## config.mk

```make
export PLATFORM = sky130hd
export DESIGN_NAME = recorder_ctrl
export DESIGN_NICKNAME = d
export VERILOG_FILES = /design/src/rtl/recorder_pkg.sv /design/src/rtl/recorder_ctrl_sample_tick.sv /design/src/rtl/recorder_ctrl.sv
export SDC_FILE = /design/constraint.sdc
export NUM_CORES = 1
export LEC_CHECK = 0
export BUFFER_PORTS_ARGS = -buffer_cell sky130_fd_sc_hd__clkbuf_2
export CAP_MARGIN = 10
export CELL_PAD_IN_SITES_DETAIL_PLACEMENT = 1
export CELL_PAD_IN_SITES_GLOBAL_PLACEMENT = 1
export CORE_MARGIN = 4
export CORE_UTILIZATION = 47
export CTS_CLUSTER_DIAMETER = 120
export DETAILED_ROUTE_END_ITERATION = 12
export MAX_ROUTING_LAYER = met4
export PLACE_DENSITY_LB_ADDON = 0.1
export RECOVER_POWER = 25
export SETUP_SLACK_MARGIN = 0.2
export SYNTH_ARGS = -nofsm -noshare
export SYNTH_HDL_FRONTEND = slang
export SYNTH_SLANG_ARGS = --single-unit
```

## constraint.sdc

```tcl
create_clock -name clk -period 9.67 [get_ports clk]
set_input_delay 1.4505 -clock clk [delete_from_list [all_inputs] [get_ports clk]]
set_output_delay 1.4505 -clock clk [all_outputs]
set_load 0.005 [all_outputs]
```

## src/rtl/recorder_pkg.sv

```systemverilog
// Shared definitions for the recorder sequencer: state encodings and default sizing.
// Latency: n/a (types and constants only).
// Backpressure: n/a.
package recorder_pkg;

    typedef enum logic [1:0] {
        ST_IDLE   = 2'd0,
        ST_RECORD = 2'd1,
        ST_PLAY   = 2'd2
    } state_t;

    // 100 MHz / 2083 gives roughly a 48 kHz sample rate.
    localparam int DEF_DIV    = 2083;
    localparam int DEF_ADDR_W = 17;

endpackage

```

## src/rtl/recorder_ctrl_sample_tick.sv

```systemverilog
// Sample-rate tick generator: one-cycle o_tick every DIV cycles while enabled.
// Latency: o_tick is combinational from the counter; first tick DIV-1 cycles after counting starts.
// Backpressure: none; i_clr or a deasserted i_en zeroes the count and masks the tick.
module sample_tick #(
    parameter int DIV = 2083
) (
    input  logic clk,
    input  logic i_rst_n,
    input  logic i_clr,
    input  logic i_en,
    output logic o_tick
);

    localparam int             CW   = $clog2(DIV);
    localparam logic [CW-1:0]  LAST = CW'(DIV - 1);

    logic [CW-1:0] r_cnt;

    // Free-running modulo-DIV counter, held at zero while idle or being restarted.
    always_ff @(posedge clk or negedge i_rst_n) begin
        if (!i_rst_n) begin
            r_cnt <= '0;
        end else if (i_clr || !i_en) begin
            r_cnt <= '0;
        end else if (r_cnt == LAST) begin
            r_cnt <= '0;
        end else begin
            r_cnt <= r_cnt + CW'(1);
        end
    end

    assign o_tick = i_en && !i_clr && (r_cnt == LAST);

endmodule

```

## src/rtl/recorder_ctrl.sv

```systemverilog
// Recorder sequencer: button events drive IDLE/RECORD/PLAY and sample-memory strobes.
// Latency: state follows an event by one cycle; strobes land DIV cycles after state entry.
// Backpressure: none; events are single-cycle pulses, priority stop > rec_dn > play_dn.
module recorder_ctrl
    import recorder_pkg::*;
#(
    parameter int ADDR_W = DEF_ADDR_W,
    parameter int DIV    = DEF_DIV
) (
    input  logic              clk,
    input  logic              i_rst_n,
    input  logic              i_rec_dn,
    input  logic              i_rec_up,
    input  logic              i_play_dn,
    input  logic              i_stop_dn,
    output logic [ADDR_W-1:0] o_mem_addr,
    output logic              o_mem_we,
    output logic              o_mem_re,
    output logic [1:0]        o_state,
    output logic [ADDR_W:0]   o_rec_len,
    output logic              o_done
);

    localparam logic [ADDR_W-1:0] ADDR_MAX = '1;

    state_t            r_state;
    logic [ADDR_W-1:0] r_addr;
    logic [ADDR_W:0]   r_rec_len;
    logic              r_we;
    logic              r_re;
    logic              r_done;

    logic w_tick;
    logic w_en;
    logic w_clr;
    logic w_last_play;

    // Tick counter runs only while recording or playing; a restart from PLAY
    // (preempting record or replay) must re-align it to the new entry cycle.
    assign w_en  = (r_state == ST_RECORD) || (r_state == ST_PLAY);
    assign w_clr = (r_state == ST_PLAY) && !i_stop_dn && (i_rec_dn || i_play_dn);

    // Final playback read is the one at address rec_len-1.
    assign w_last_play = ({1'b0, r_addr} == (r_rec_len - (ADDR_W+1)'(1)));

    sample_tick #(
        .DIV (DIV)
    ) u_tick (
        .clk     (clk),
        .i_rst_n (i_rst_n),
        .i_clr   (w_clr),
        .i_en    (w_en),
        .o_tick  (w_tick)
    );

    // Sequencer FSM with registered strobes, address counter and recorded length.
    always_ff @(posedge clk or negedge i_rst_n) begin
        if (!i_rst_n) begin
            r_state   <= ST_IDLE;
            r_addr    <= '0;
            r_rec_len <= '0;
            r_we      <= 1'b0;
            r_re      <= 1'b0;
            r_done    <= 1'b0;
        end else begin
            r_we   <= 1'b0;
            r_re   <= 1'b0;
            r_done <= 1'b0;
            case (r_state)
                ST_IDLE: begin
                    if (i_stop_dn) begin
                        r_state <= ST_IDLE;
                    end else if (i_rec_dn) begin
                        r_state   <= ST_RECORD;
                        r_addr    <= '0;
                        r_rec_len <= '0;
                    end else if (i_play_dn && (r_rec_len != '0)) begin
                        r_state <= ST_PLAY;
                        r_addr  <= '0;
                    end
                end
                ST_RECORD: begin
                    // A write already on the bus always counts, even if we leave now.
                    if (r_we) begin
                        r_rec_len <= r_rec_len + (ADDR_W+1)'(1);
                    end
                    if (i_stop_dn || i_rec_up || (r_we && (r_addr == ADDR_MAX))) begin
                        r_state <= ST_IDLE;
                        r_addr  <= '0;
                        r_done  <= 1'b1;
                    end else begin
                        if (r_we) begin
                            r_addr <= r_addr + ADDR_W'(1);
                        end
                        r_we <= w_tick;
                    end
                end
                ST_PLAY: begin
                    if (i_stop_dn) begin
                        r_state <= ST_IDLE;
                        r_addr  <= '0;
                        r_done  <= 1'b1;
                    end else if (i_rec_dn) begin
                        r_state   <= ST_RECORD;
                        r_addr    <= '0;
                        r_rec_len <= '0;
                        r_done    <= 1'b1;
                    end else if (i_play_dn) begin
                        r_addr <= '0;
                    end else if (r_re && w_last_play) begin
                        r_state <= ST_IDLE;
                        r_addr  <= '0;
                        r_done  <= 1'b1;
                    end else begin
                        if (r_re) begin
                            r_addr <= r_addr + ADDR_W'(1);
                        end
                        r_re <= w_tick;
                    end
                end
                default: begin
                    r_state <= ST_IDLE;
                    r_addr  <= '0;
                end
            endcase
        end
    end

    assign o_mem_addr = r_addr;
    assign o_mem_we   = r_we;
    assign o_mem_re   = r_re;
    assign o_state    = r_state;
    assign o_rec_len  = r_rec_len;
    assign o_done     = r_done;

endmodule
```

==> impl_metrics.py <==
metrics = {
    "outcome": {
        "outcome": "complete, but fails checks",
        "failing_checks": "capacitance limit, slew limit",
    },
    "job": {
        "cap_viol_max_count": 1,
    },
    "global_routing": {
        "gr-usage-all-layers_pct": 24.1,
        "grt.met1_usage_pct": 30.9,
        "gr-usage-met3_pct": 3.09,
        "gr-total-overflow": 0,
        "grt_start_max_net_pins": 53,
        "grt_antenna_before_repair": 0,
        "use_met2_pct": 41.2,
        "grt_busiest_layer": "met2",
        "global_route_wire_length_before_repair_mm": 16.3,
        "number_of_global_route_vias_before_repair": 3156,
    },
    "sta": {
        "timing_max_transition_violations_final": 53,
        "worst_slew_pin_slew_ns": 2.90,
        "setup_violations": 0,
        "timing.final.crit_share_pct": 44.3,
        "max_clock_freq_ghz": 0.234,
        "setup_total_negative_slack_ns": 0,
        "grt_setup_unrepaired": "no",
        "final_hold_fails": 0,
        "tmin_final_ns": 4.28,
        "maxSlewHeadroom_pct": -93.4,
        "worst_clock_skew_ns": 0.00343,
    },
    "worst_setup_path": {
        "ff2ff_setup_slack_ns": 5.39,
        "critical_path_arrival_ns": 4.53,
        "timing_worst_setup_path_type": "flip-flop to flip-flop",
        "cp_max_fo": 17,
        "startpoint_type": "flip-flop",
        "critPathCaptureType": "flip-flop",
        "worst-endpoint-required_ns": 9.92,
    },
    "die": {
        "fp.dieW_um": 92.8,
        "fp.coreArea_um2": 6910,
        "die_y_um": 92.8,
        "pin_count": 46,
        "die_area_um2": 8620,
        "placement_rows": 30,
        "initial_core_util_pct": 49.0,
    },
    "routing": {
        "route.antenna.remaining_nets": 0,
        "detail_route.vias_per_cell": 5.85,
        "drt-initial-drc-count": 174,
        "drc": 0,
        "route.vias.total": 3067,
        "avg_wl_per_cell_um": 18.4,
        "firstDrtPassIters": 4,
        "wl_mm": 9.63,
    },
    "synth": {
        "netlist-cell-type-count": 52,
        "synth.top_cells.by_count": "dfrtp_1 (52), nor2_1 (49), nand2_1 (33), xor2_1 (27), and3_1 (20)",
        "syn-instance-count": 391,
        "synth_top_cells_by_area": "dfrtp_1 (38%), xor2_1 (7.0%), nor2_1 (5.4%)",
        "synth-seq-area-share_pct": 38.5,
        "syn_nets": 406,
        "synth-seq-cells": 52,
        "syn-cell-area_um2": 3380,
        "synthesis.yosys.warnings": 0,
        "synth_largest_type_area_fraction_pct": 38.5,
        "yosys.cell_count.top_type": "dfrtp_1",
        "async_reset_ff_share_pct": 100,
        "average_size_of_a_mapped_cell_um2": 8.65,
        "count_of_flip_flops_with_a_built_in_enable_after_synthesis": 0,
        "synth_top_area_cell": "dfrtp_1",
        "synthFlopType": "dfrtp_1",
    },
    "clock_tree": {
        "clock_insertion_delay_worst_skew_ns": 0.31,
        "clkSlewWorstSetupHoldPaths_ns": 0.10,
        "cts-hold-fix-buffers": 0,
        "cts_tree": "yes",
        "cts_inserted_buffers": 5,
        "cts_root_buf": "clkbuf_8",
        "clock_tree.buffer_depth": 2,
        "number_of_setup_buffers_added_after_cts": 0,
        "ctsHtreeMaxLevel": 2,
        "tritoncts_num_sinks": 52,
        "post_cts_resized": 0,
    },
    "power": {
        "totalPowerFinal_w": 0.000518,
        "powerDensity_nw_per_um2": 137,
        "peakVddDrop_mv": 0.0659,
        "p_leak_nw": 1.81,
    },
    "placement": {
        "hpwlAfterDp_mm": 6.95,
        "place.gp.congestion": 0.925,
        "placed_cells_incl_taps": 516,
        "port-buffer-count": 45,
    },
    "layout": {
        "layout.nets": 442,
        "areaGrowthSynthToFinish_pct": 11.4,
        "layout.filler_cells": 871,
        "final_layout_size_suffix_gt1_share_pct": 16.1,
        "antenna-diode-count": 0,
        "instances_no_fill": 524,
        "register_area_um2": 1300,
        "multi_input_area_um2": 1950,
    },
    "hold_path": {
        "hold_class": "flip-flop to flip-flop",
    },
}
==> registers in the layout, summed over array words and instances (netlist names) <==
signal,cells
o_mem_we,1
o_rec_len,18
o_state,2
o_mem_addr,17
o_mem_re,1
u_tick.r_cnt,12
o_done,1
==> cells by family after synthesis <==
logic type                 Yosys count  synth area share, %
and+or+nand+nor                    193                 29.7
AOI/OAI and AO/OA                   62                 12.8
DFF                                 52                 38.5
xor gates and xnor gates            43                 11.1
buffers and inverters               30                 4.03
adders and majority gates            9                 3.33
muxes                                2                0.629
==> final cells by class <==
cell class	count	share of cell area, %
inverters	11	1.10
multi-input cells	309	51.6
well taps	96	3.19
flip-flops and latches	52	34.5
clock buffers	5	1.83
repair buffers	48	6.48
clock inverters	3	1.23
==> worst paths after layout <==
| check | start | to | cells past startpoint |
|---|---|---|---|
| max in group asynchronous | i_rst_n | o_mem_re | 2 |
| worst max-delay path | o_mem_addr[0] | o_mem_addr[3] | 16 |
| min in group asynchronous | i_rst_n | o_mem_addr[9] | 2 |
| worst min register to register | u_tick.r_cnt[0] | u_tick.r_cnt[0] | 1 |
| worst min-delay path | u_tick.r_cnt[0] | u_tick.r_cnt[0] | 1 |
| worst max register to register | o_mem_addr[0] | o_mem_addr[3] | 16 |
==> worst max-delay path, cell delays in order, from the launching register on <==
cell and delay, ns:
dfrtp_1 0.47, ha_1 0.26, and3_1 0.20, and3_1 0.20
and3_1 0.20, and3_1 0.20, and3_1 0.22, and3_1 0.22
and3_1 0.20, ha_1 0.18, a211oi_1 0.33, nand2_1 0.23
nand2_1 0.12, nand2_1 0.05, a41o_2 0.36, nor2_2 0.51
a22o_1 0.26
==> power by group <==
part / leakage [nW] / switching, W / internal, W
registers: 0.724 / 0.00000890 / 0.000224
logic: 1.03 / 0.0000823 / 0.0000435
clock network: 0.0548 / 0.0000811 / 0.0000782
==> stage by stage <==
stage / cell area (µm²) / utilization [%] / worst slack, ns / hold WS [ns]
after floorplan: 3380 / - / 6.21 / 0.474
after global placement: 3660 / 52.9 / 5.67 / 0.501
after detailed placement: 3660 / 52.9 / 5.45 / 0.515
after CTS: 3770 / 54.6 / 5.40 / 0.529
after global routing: 3770 / 54.5 / 5.08 / 0.576
final: 3770 / 54.5 / 5.39 / 0.523
==> per-layer routing <==
metal	wire length, µm	share of wire [%]
met1	4450	46
met3	249	2.6
met2	4830	50
met4	102	1.1
met5	0	0
==> cell usage in the layout (no fill, tap or decap), types with 2 or more instances in the layout <==
cell and count:
dfrtp_1 52, nor2_1 49, clkbuf_2 45, nand2_1 33
xor2_1 27, and3_1 20, o21ai_0 18, nand3_1 16
xnor2_1 16, nor3_1 15, inv_1 11, nand4_1 11
a22o_1 11, nor2b_1 9, ha_1 9, nor4_1 8
o21ai_1 7, a21oi_1 6, clkbuf_8 5, and2_1 4
or2_2 4, nand3b_1 3, nand2b_1 3, a221o_1 3
and4_1 3, nand4b_1 2, nor3b_1 2, or4_1 2
nor2_2 2, a221oi_1 2, or3_1 2, a211oi_1 2
a31o_2 2, buf_4 2
Power figures use the tool's default switching activity.
